`config.mk`:
```
export PLATFORM = sky130hd
export DESIGN_NAME = clk_tick_meter
export DESIGN_NICKNAME = d
export VERILOG_FILES = /design/src/rtl/clk_tick_meter.sv
export SDC_FILE = /design/constraint.sdc
export NUM_CORES = 1
export LEC_CHECK = 0
export ABC_AREA = 0
export CAP_MARGIN = 40
export CORE_MARGIN = 4
export CORE_UTILIZATION = 56
export CTS_BUF_LIST = sky130_fd_sc_hd__clkbuf_4 sky130_fd_sc_hd__clkbuf_8
export DETAILED_ROUTE_END_ITERATION = 7
export PLACE_DENSITY_LB_ADDON = 0.15
export SLEW_MARGIN = 20
export SYNTH_ARGS = -nofsm -noshare
export SYNTH_HDL_FRONTEND = slang
export SYNTH_SLANG_ARGS = --single-unit
```
`constraint.sdc`:
```
create_clock -name clk -period 2.8 [get_ports clk]
set_clock_uncertainty 0.15 [all_clocks]
set_input_delay 0.28 -clock clk [delete_from_list [all_inputs] [get_ports clk]]
set_output_delay 0.28 -clock clk [all_outputs]
set_load 0.05 [all_outputs]
```
`src/rtl/clk_tick_meter.sv`:
```
// clk_tick_meter: brings a slow (possibly asynchronous) wave into the clk
// domain, strobes its rising and falling edges, counts rising edges while
// enabled and measures the rise-to-rise interval in clk cycles.
//
// state   | meaning
// IDLE    | en low; interval counter held at 0, period/period_sat keep last value
// ARMED   | enabled, waiting for the first rise to start an interval
// MEASURE | interval counter running; every rise publishes a new period
module clk_tick_meter #(
  parameter int SYNC_STAGES = 2,   // 2..3
  parameter int CNT_W       = 16,
  parameter int PER_W       = 24
) (
  input  logic             clk,
  input  logic             rst_n,
  input  logic             div_in,
  input  logic             en,
  output logic             rise_pulse,
  output logic             fall_pulse,
  output logic [CNT_W-1:0] tick_cnt,
  output logic [PER_W-1:0] period,
  output logic             period_valid,
  output logic             period_sat
);

  typedef enum logic [1:0] {
    IDLE    = 2'd0,
    ARMED   = 2'd1,
    MEASURE = 2'd2
  } state_e;

  localparam logic [PER_W-1:0] PER_MAX = {PER_W{1'b1}};
  localparam logic [PER_W-1:0] PER_ONE = {{(PER_W-1){1'b0}}, 1'b1};
  localparam logic [CNT_W-1:0] CNT_ONE = {{(CNT_W-1){1'b0}}, 1'b1};

  logic [SYNC_STAGES-1:0] sync_q;
  logic                   prev_q;
  logic                   rise_q;
  logic                   fall_q;
  logic                   sync_s;
  logic                   rise_d;
  logic                   fall_d;

  state_e                 state_q;
  logic [PER_W-1:0]       ivl_q;
  logic [PER_W-1:0]       period_q;
  logic                   sat_q;
  logic                   valid_q;
  logic [CNT_W-1:0]       tick_q;

  // rise_d/fall_d are the internal edge events; the FSM acts on them in the
  // same cycle they are registered into rise_q/fall_q, so period_valid lines
  // up with rise_pulse.
  assign sync_s = sync_q[SYNC_STAGES-1];
  assign rise_d = sync_s & ~prev_q;
  assign fall_d = ~sync_s & prev_q;

  // Synchroniser chain, edge history flop and registered edge strobes.
  always_ff @(posedge clk or negedge rst_n) begin
    if (!rst_n) begin
      sync_q <= '0;
      prev_q <= 1'b0;
      rise_q <= 1'b0;
      fall_q <= 1'b0;
    end else begin
      sync_q <= {sync_q[SYNC_STAGES-2:0], div_in};
      prev_q <= sync_s;
      rise_q <= rise_d;
      fall_q <= fall_d;
    end
  end

  // Measurement FSM with edge counter, interval counter and period capture.
  // en low wins over a coincident rise: no count, no period that cycle.
  always_ff @(posedge clk or negedge rst_n) begin
    if (!rst_n) begin
      state_q  <= IDLE;
      ivl_q    <= '0;
      period_q <= '0;
      sat_q    <= 1'b0;
      valid_q  <= 1'b0;
      tick_q   <= '0;
    end else begin
      valid_q <= 1'b0;
      if (en && rise_d) begin
        tick_q <= tick_q + CNT_ONE;
      end
      if (!en) begin
        state_q <= IDLE;
        ivl_q   <= '0;
      end else begin
        case (state_q)
          IDLE: begin
            state_q <= ARMED;
          end
          ARMED: begin
            if (rise_d) begin
              ivl_q   <= PER_ONE;
              state_q <= MEASURE;
            end
          end
          MEASURE: begin
            if (rise_d) begin
              period_q <= ivl_q;
              sat_q    <= (ivl_q == PER_MAX);
              valid_q  <= 1'b1;
              ivl_q    <= PER_ONE;
            end else if (ivl_q != PER_MAX) begin
              ivl_q <= ivl_q + PER_ONE;
            end
          end
          default: begin
            state_q <= IDLE;
            ivl_q   <= '0;
          end
        endcase
      end
    end
  end

  assign rise_pulse   = rise_q;
  assign fall_pulse   = fall_q;
  assign tick_cnt     = tick_q;
  assign period       = period_q;
  assign period_valid = valid_q;
  assign period_sat   = sat_q;

endmodule

```
# Word-level counts from Yosys, hierarchy flattened
# Cells that the tools add are included.
[totals]
reg_bits = 73
inputBits = 4
output_inout_bits = 44
elab_cells = 40
[op_classes]
add_sub_neg = 2
eq_ne = 8
mux = 11
bitwise = 4
reduce_logical = 5
[op_table]
columns = ["op", "n"]
rows = [
  ["two-way mux 24 bit", 4],
  ["case mux 24 bit (3 select lines)", 1],
  ["adder 24 x 1 -> 24 bit (second input constant)", 1],
  ["== test 24 bit (second input constant)", 1],
  ["!= test 24 bit (second input constant)", 1],
  ["adder 16 x 1 -> 16 bit (second input constant)", 1],
  ["case mux 2 bit (3 select lines)", 1],
  ["AND reduction 3 bit", 2],
  ["two-way mux 2 bit", 2],
  ["!= test 2 bit (second input constant)", 2],
  ["!= test 4 bit (second input constant)", 1],
  ["two-way mux 1 bit", 3],
  ["!= test 3 bit (second input constant)", 1],
  ["AND 1 bit", 2],
  ["== test 2 x 1 -> 1 bit (second input constant)", 1],
  ["== test 2 bit (second input constant)", 1],
  ["zero test 2 bit", 1],
  ["inverter 1 bit", 2],
  ["AND reduction 2 bit", 1],
  ["logical AND 1 bit", 1],
]

# Longest topological paths before layout
[depth]
ltp_word = 5
ltp_mapped = 8
depth_no_buf = 7

# Worst setup path before layout
# Ideal clock, no wire load.
[synth_timing]
kind = "register to register"
from = "register ivl_q[0]"
to = "register ivl_q[11]"
setup_ns = 0.065
arrival_ns = 2.273
required_ns = 2.585
setup_slack_ns = 0.312
path_stages_with_launch = 9
n_path_buf = 2
synth_period_minus_slack_ns = 2.488
path_cell_list = "dfrtp_1 -> ha_1 -> nand3_2 -> or4_4 -> o41ai_4 -> and2_1 -> buf_6 -> buf_6 -> o22a_1"
[synth_between]
elab_chain_len = 5
elab_cells_between_ends = 8
[synth_lines]
columns = ["element", "line_no", "text"]
rows = [
  ["start: declaration", "45", "logic [PER_W-1:0] ivl_q;"],
  ["start signal: assignment", "109", "ivl_q <= ivl_q + PER_ONE;"],
  ["adder 24 x 1 -> 24 bit", "109", ""],
  ["two-way mux 24 bit", "108", "end else if (ivl_q != PER_MAX) begin"],
  ["two-way mux 24 bit", "103", "if (rise_d) begin"],
  ["case mux 24 bit (3 select lines)", "92", "case (state_q)"],
  ["two-way mux 24 bit", "88", "if (!en) begin"],
]
# Parallel ways exist; a longest one is shown, timed or not. The select of a mux whose other input is x is not followed.
# A chain may end at the register's enable or synchronous reset.

# Worst setup path after layout
[layout_timing]
from = "register ivl_q[0]"
to = "register ivl_q[16]"
# The elaborated chain is that of the path after synthesis.

==> results.txt <==
----------------------------------------------------
[Floorplanning]
  Area of the core ... around 5900 um^2
  Die Footprint ... 7410 um^2
  Die Span X ... approximately 86 um
  Effective utilization at floorplan ... between 50 and 60%
  IO Pins ... 48
  Num rows ... 28
  Die Ht ... 86.1 um

[Worst hold path]
  Worst hold stages ... 0
  Source of the worst hold timing path ... sync_q[0]$_DFF_PN0_
  Endpoint, Worst Hold ... sync_q[1]$_DFF_PN0_
  Tightest Hold Check Type ... reg -> reg

[Place]
  IO Port Bufs ... 47
  DP Worst Slack ... approximately 0.20 ns
  Final HPWL from detailed placement ... a little over 5000 um
  Routability congestion estimate from global placement ... ~0.91

[Clocking]
  Number of buffers inserted during clock tree synthesis ... 9
  Number of levels in the clock H-tree ... 3
  Cell chosen for the clock root ... sky130_fd_sc_hd__clkbuf_8
  Reg clk slew, reported paths ... roughly 0.07 ns
  CTS tree ... yes
  Bufs on Longest Clock Path ... 2
  Post-CTS Setup Bufs ... 0
  Clock network latency to the later pin of the worst-skew pair ... 0.34 ns
  Post-cts repair resize count ... 0
  Total clock sinks ... 73

[Logic synthesis]
  Async set-or-reset flop fraction in the synthesized netlist ... 100%
  Share of the synthesized area in the top cell type ... 53.5%
  Number of synthesized register bits ... 73
  List of most frequent post-synthesis cells ... sky130_fd_sc_hd__dfrtp_1, sky130_fd_sc_hd__nand2_1, sky130_fd_sc_hd__mux2_2
  Number of distinct library cell variants in the gate-level netlist after synthesis ... 46
  Total number of yosys warnings ... 0
  Dominant synthesized flop cell ... sky130_fd_sc_hd__dfrtp_1
  Post-synthesis cell type with the largest combined area ... sky130_fd_sc_hd__dfrtp_1
  Cells taking the most area after synthesis ... sky130_fd_sc_hd__dfrtp_1, sky130_fd_sc_hd__mux2_2, sky130_fd_sc_hd__xnor2_1
  Mapped Cells ... approximately 310
  Average cell area after synthesis ... about 11 um^2
  Post-synthesis cell area ... between 3000 and 4000 um^2
  Part of the Yosys area used for sequential elements ... roughly 53%
  Top-count cell post-synth ... sky130_fd_sc_hd__dfrtp_1
  EDFF count, synth ... 0
  Post-Synthesis Net Count ... 318

[Timing]
  Peak clock frequency supported by timing ... 377 MHz
  Final hold violation count ... 0
  Time the worst path needs with I/O delays and setup ... roughly 2.7 ns
  Finish-stage setup viols ... 0
  Sum Neg Setup Slack ... 0 ns
  Worst-case setup margin in the final layout ... approximately 0.14 ns
  Relative slew margins ... 59.2%
  Worst-Margin Slew ... between 0.6 and 0.7 ns
  Unrepaired setup endpoints after global routing ... no
  Part of the cycle the worst path needs ... between 90 and 100%
  Final Max Slew Viols ... 0

[Layout]
  Sequential cell area ... approximately 1800 um^2
  Fraction of layout cells with a size suffix above 1 ... ~16%
  Antenna Diode Count ... 0
  Net count, final ... between 300 and 400
  Post-synthesis to final-layout area growth ... 24.0%
  Filler instances ... between 400 and 500
  Area of the multi-input gates ... approximately 1500 um^2

[GRT]
  All-Layer GR Usage ... a little over a fifth
  Number of global-route vias before repair ... about 2500
  Grt total ovfl ... 0
  Pin count of the biggest net entering global routing ... 42
  Initial antenna violation count ... 0
  Global-route wire length before repair ... about 12000 um

[Setup path]
  R2r endpoint ... ivl_q[16]$_DFFE_PN0P_
  Cell at the slowest stage of the critical path ... sky130_fd_sc_hd__or4_4
  Crit-path max FO ... 9
  Critical Path Max Stage Delay ... about 0.62 ns
  Bufs and invs on worst path ... 1
  Reg-to-reg setup timing slack ... ~0.14 ns
  Start-to-end type of the worst setup path ... reg -> reg
  Depth of the worst register-to-register path ... 7
  Kind of cell adding the most delay to the critical path ... simple AND/OR/NAND/NOR gates
  Crit path capture type ... flip-flop
  Worst reg2reg startpoint ... ivl_q[0]$_DFFE_PN0P_
  CP Cell Sequence ... ha_1 > nand3_2 > or4_4 > o41ai_4 > and2_1 > buf_4 > o31a_1
  Worst endpoint required time ... 2.92 ns
  Number of cells on the critical path ... 7
  Critical Path Source Type ... flip-flop
  Arrival time reported for the critical path endpoint ... around 2.8 ns

[Detailed routing]
  Number of iterations in the first detailed-routing pass ... 4
  Final ANT Viol Nets ... 0
  Post-route DRC violation count ... 0
  Via density ... 5.82
  Routed wire per std cell ... roughly 16 um
  Via count of the routed design ... about 2600
  DRT iter0 DRCs ... 151
  Wirelength, routed ... 7280 um

[Pwr]
  Power per Cell Area ... ~530 nW/um^2
  Part of the total power dissipated in combinational logic ... ~17%
  Power share of the clock group ... between 30% and 40%
  Power share of the sequential group ... 50.6%
  Net Sw Frac ... about 28%
  Net load switching power ... around 0.00063 W
  Total internal power ... 0.00161 W
  Maximum ir drop on the vdd rail ... approximately 0.40 mV
  Leakage ... 1.86 nW

[Flow run]
  Max Cap Violations ... 0

[Status]
  Run status ... complete, no violations

----------------------------------------------------
## stage by stage
stage                     std cells  utilization, %  total power [W]  area [um^2]  hold WS, ns
after floorplan                 308               -          0.00139         3410       -0.166
after global placement          430            68.0          0.00151         4020        0.187
after detailed placement        430            68.0          0.00152         4020        0.188
after CTS                       445            71.1          0.00226         4210        0.209
after global routing            446            71.5          0.00235         4240        0.217
final                           446            71.5          0.00224         4240        0.206
## cells in the final DEF (no fill, tap or decap), drive strengths merged, types with 2 or more instances in the layout
cell type,synthesis,layout
and4,2,2
a21o,2,2
o22a,11,11
ha,6,6
o41ai,3,3
o31ai,2,2
a21oi,7,7
nand3,20,20
xnor2,13,13
nand4,10,10
buf,4,15
nor2b,3,3
nor2,11,11
a21bo,3,3
nand2b,2,2
o21ai,12,12
a2bb2oi,4,4
inv,10,10
and2,5,5
clkdlybuf4s50,0,46
a21boi,5,5
or3,3,3
nor4,5,5
and3,5,5
dfrtp,73,73
nand2,25,25
nor3,15,15
clkbuf,9,14
mux2,24,24
nor3b,4,4
## worst max path at each step
stage                               from               endpoint  slack [ns]
floorplan           ivl_q[0]$_DFFE_PN0P_  ivl_q[11]$_DFFE_PN0P_        0.31
global placement    ivl_q[0]$_DFFE_PN0P_  ivl_q[19]$_DFFE_PN0P_        0.26
detailed placement  ivl_q[1]$_DFFE_PN0P_  ivl_q[19]$_DFFE_PN0P_        0.20
CTS                 ivl_q[0]$_DFFE_PN0P_  ivl_q[16]$_DFFE_PN0P_        0.18
global route        ivl_q[0]$_DFFE_PN0P_  ivl_q[12]$_DFFE_PN0P_        0.06
finish              ivl_q[0]$_DFFE_PN0P_  ivl_q[16]$_DFFE_PN0P_        0.14
## kinds of logic (layout without fill, tap and decap cells)
logic type / count (synthesis) / in the layout / synth area share (%)
compound gates: 55 / 55 / 12.3
mux: 24 / 24 / 7.92
fa+ha+maj: 6 / 6 / 2.20
xor+xnor: 14 / 14 / 3.59
simple gates: 113 / 113 / 17.4
buf+inv: 23 / 86 / 3.00
flops: 73 / 73 / 53.5
## state kept, by name, indices dropped and copies added, names as in the netlist
name          count
fall_pulse        1
ivl_q            24
period           24
period_sat        1
period_valid      1
prev_q            1
rise_pulse        1
state_q           2
sync_q            2
tick_cnt         16
## area by class of cell
type	instances	share of cell area, %
Clock buffer	14	4.11
Inverter	10	0.886
Multi-Input combinational cell	212	35.2
Sequential cell	73	43.1
Tap cell	75	2.22
Timing Repair Buffer	62	14.5
## power by group through the flow
stage / sequential (W) / combinational (W) / clock (W)
after floorplan: 0.00127 / 0.000118 / 0
after global placement: 0.00115 / 0.000359 / 0
after detailed placement: 0.00115 / 0.000366 / 0
after CTS: 0.00113 / 0.000370 / 0.000755
after global routing: 0.00114 / 0.000403 / 0.000808
final: 0.00113 / 0.000370 / 0.000737
## per-layer routing
metal	GRT usage [%]	wire length (um)	vias to the layer above
met4	8.35	108	0
met2	32.7	3510	76
met3	4.32	383	10
met5	0	0	-
li1	-	-	1239
met1	29.2	3280	1270
## timing repair
item	4_1_cts	5_1_grt
endpoints found under the setup margin	0	0
hold buffers	1	0
hold endpoints to repair	32	0
Power figures use the tool's default switching activity.
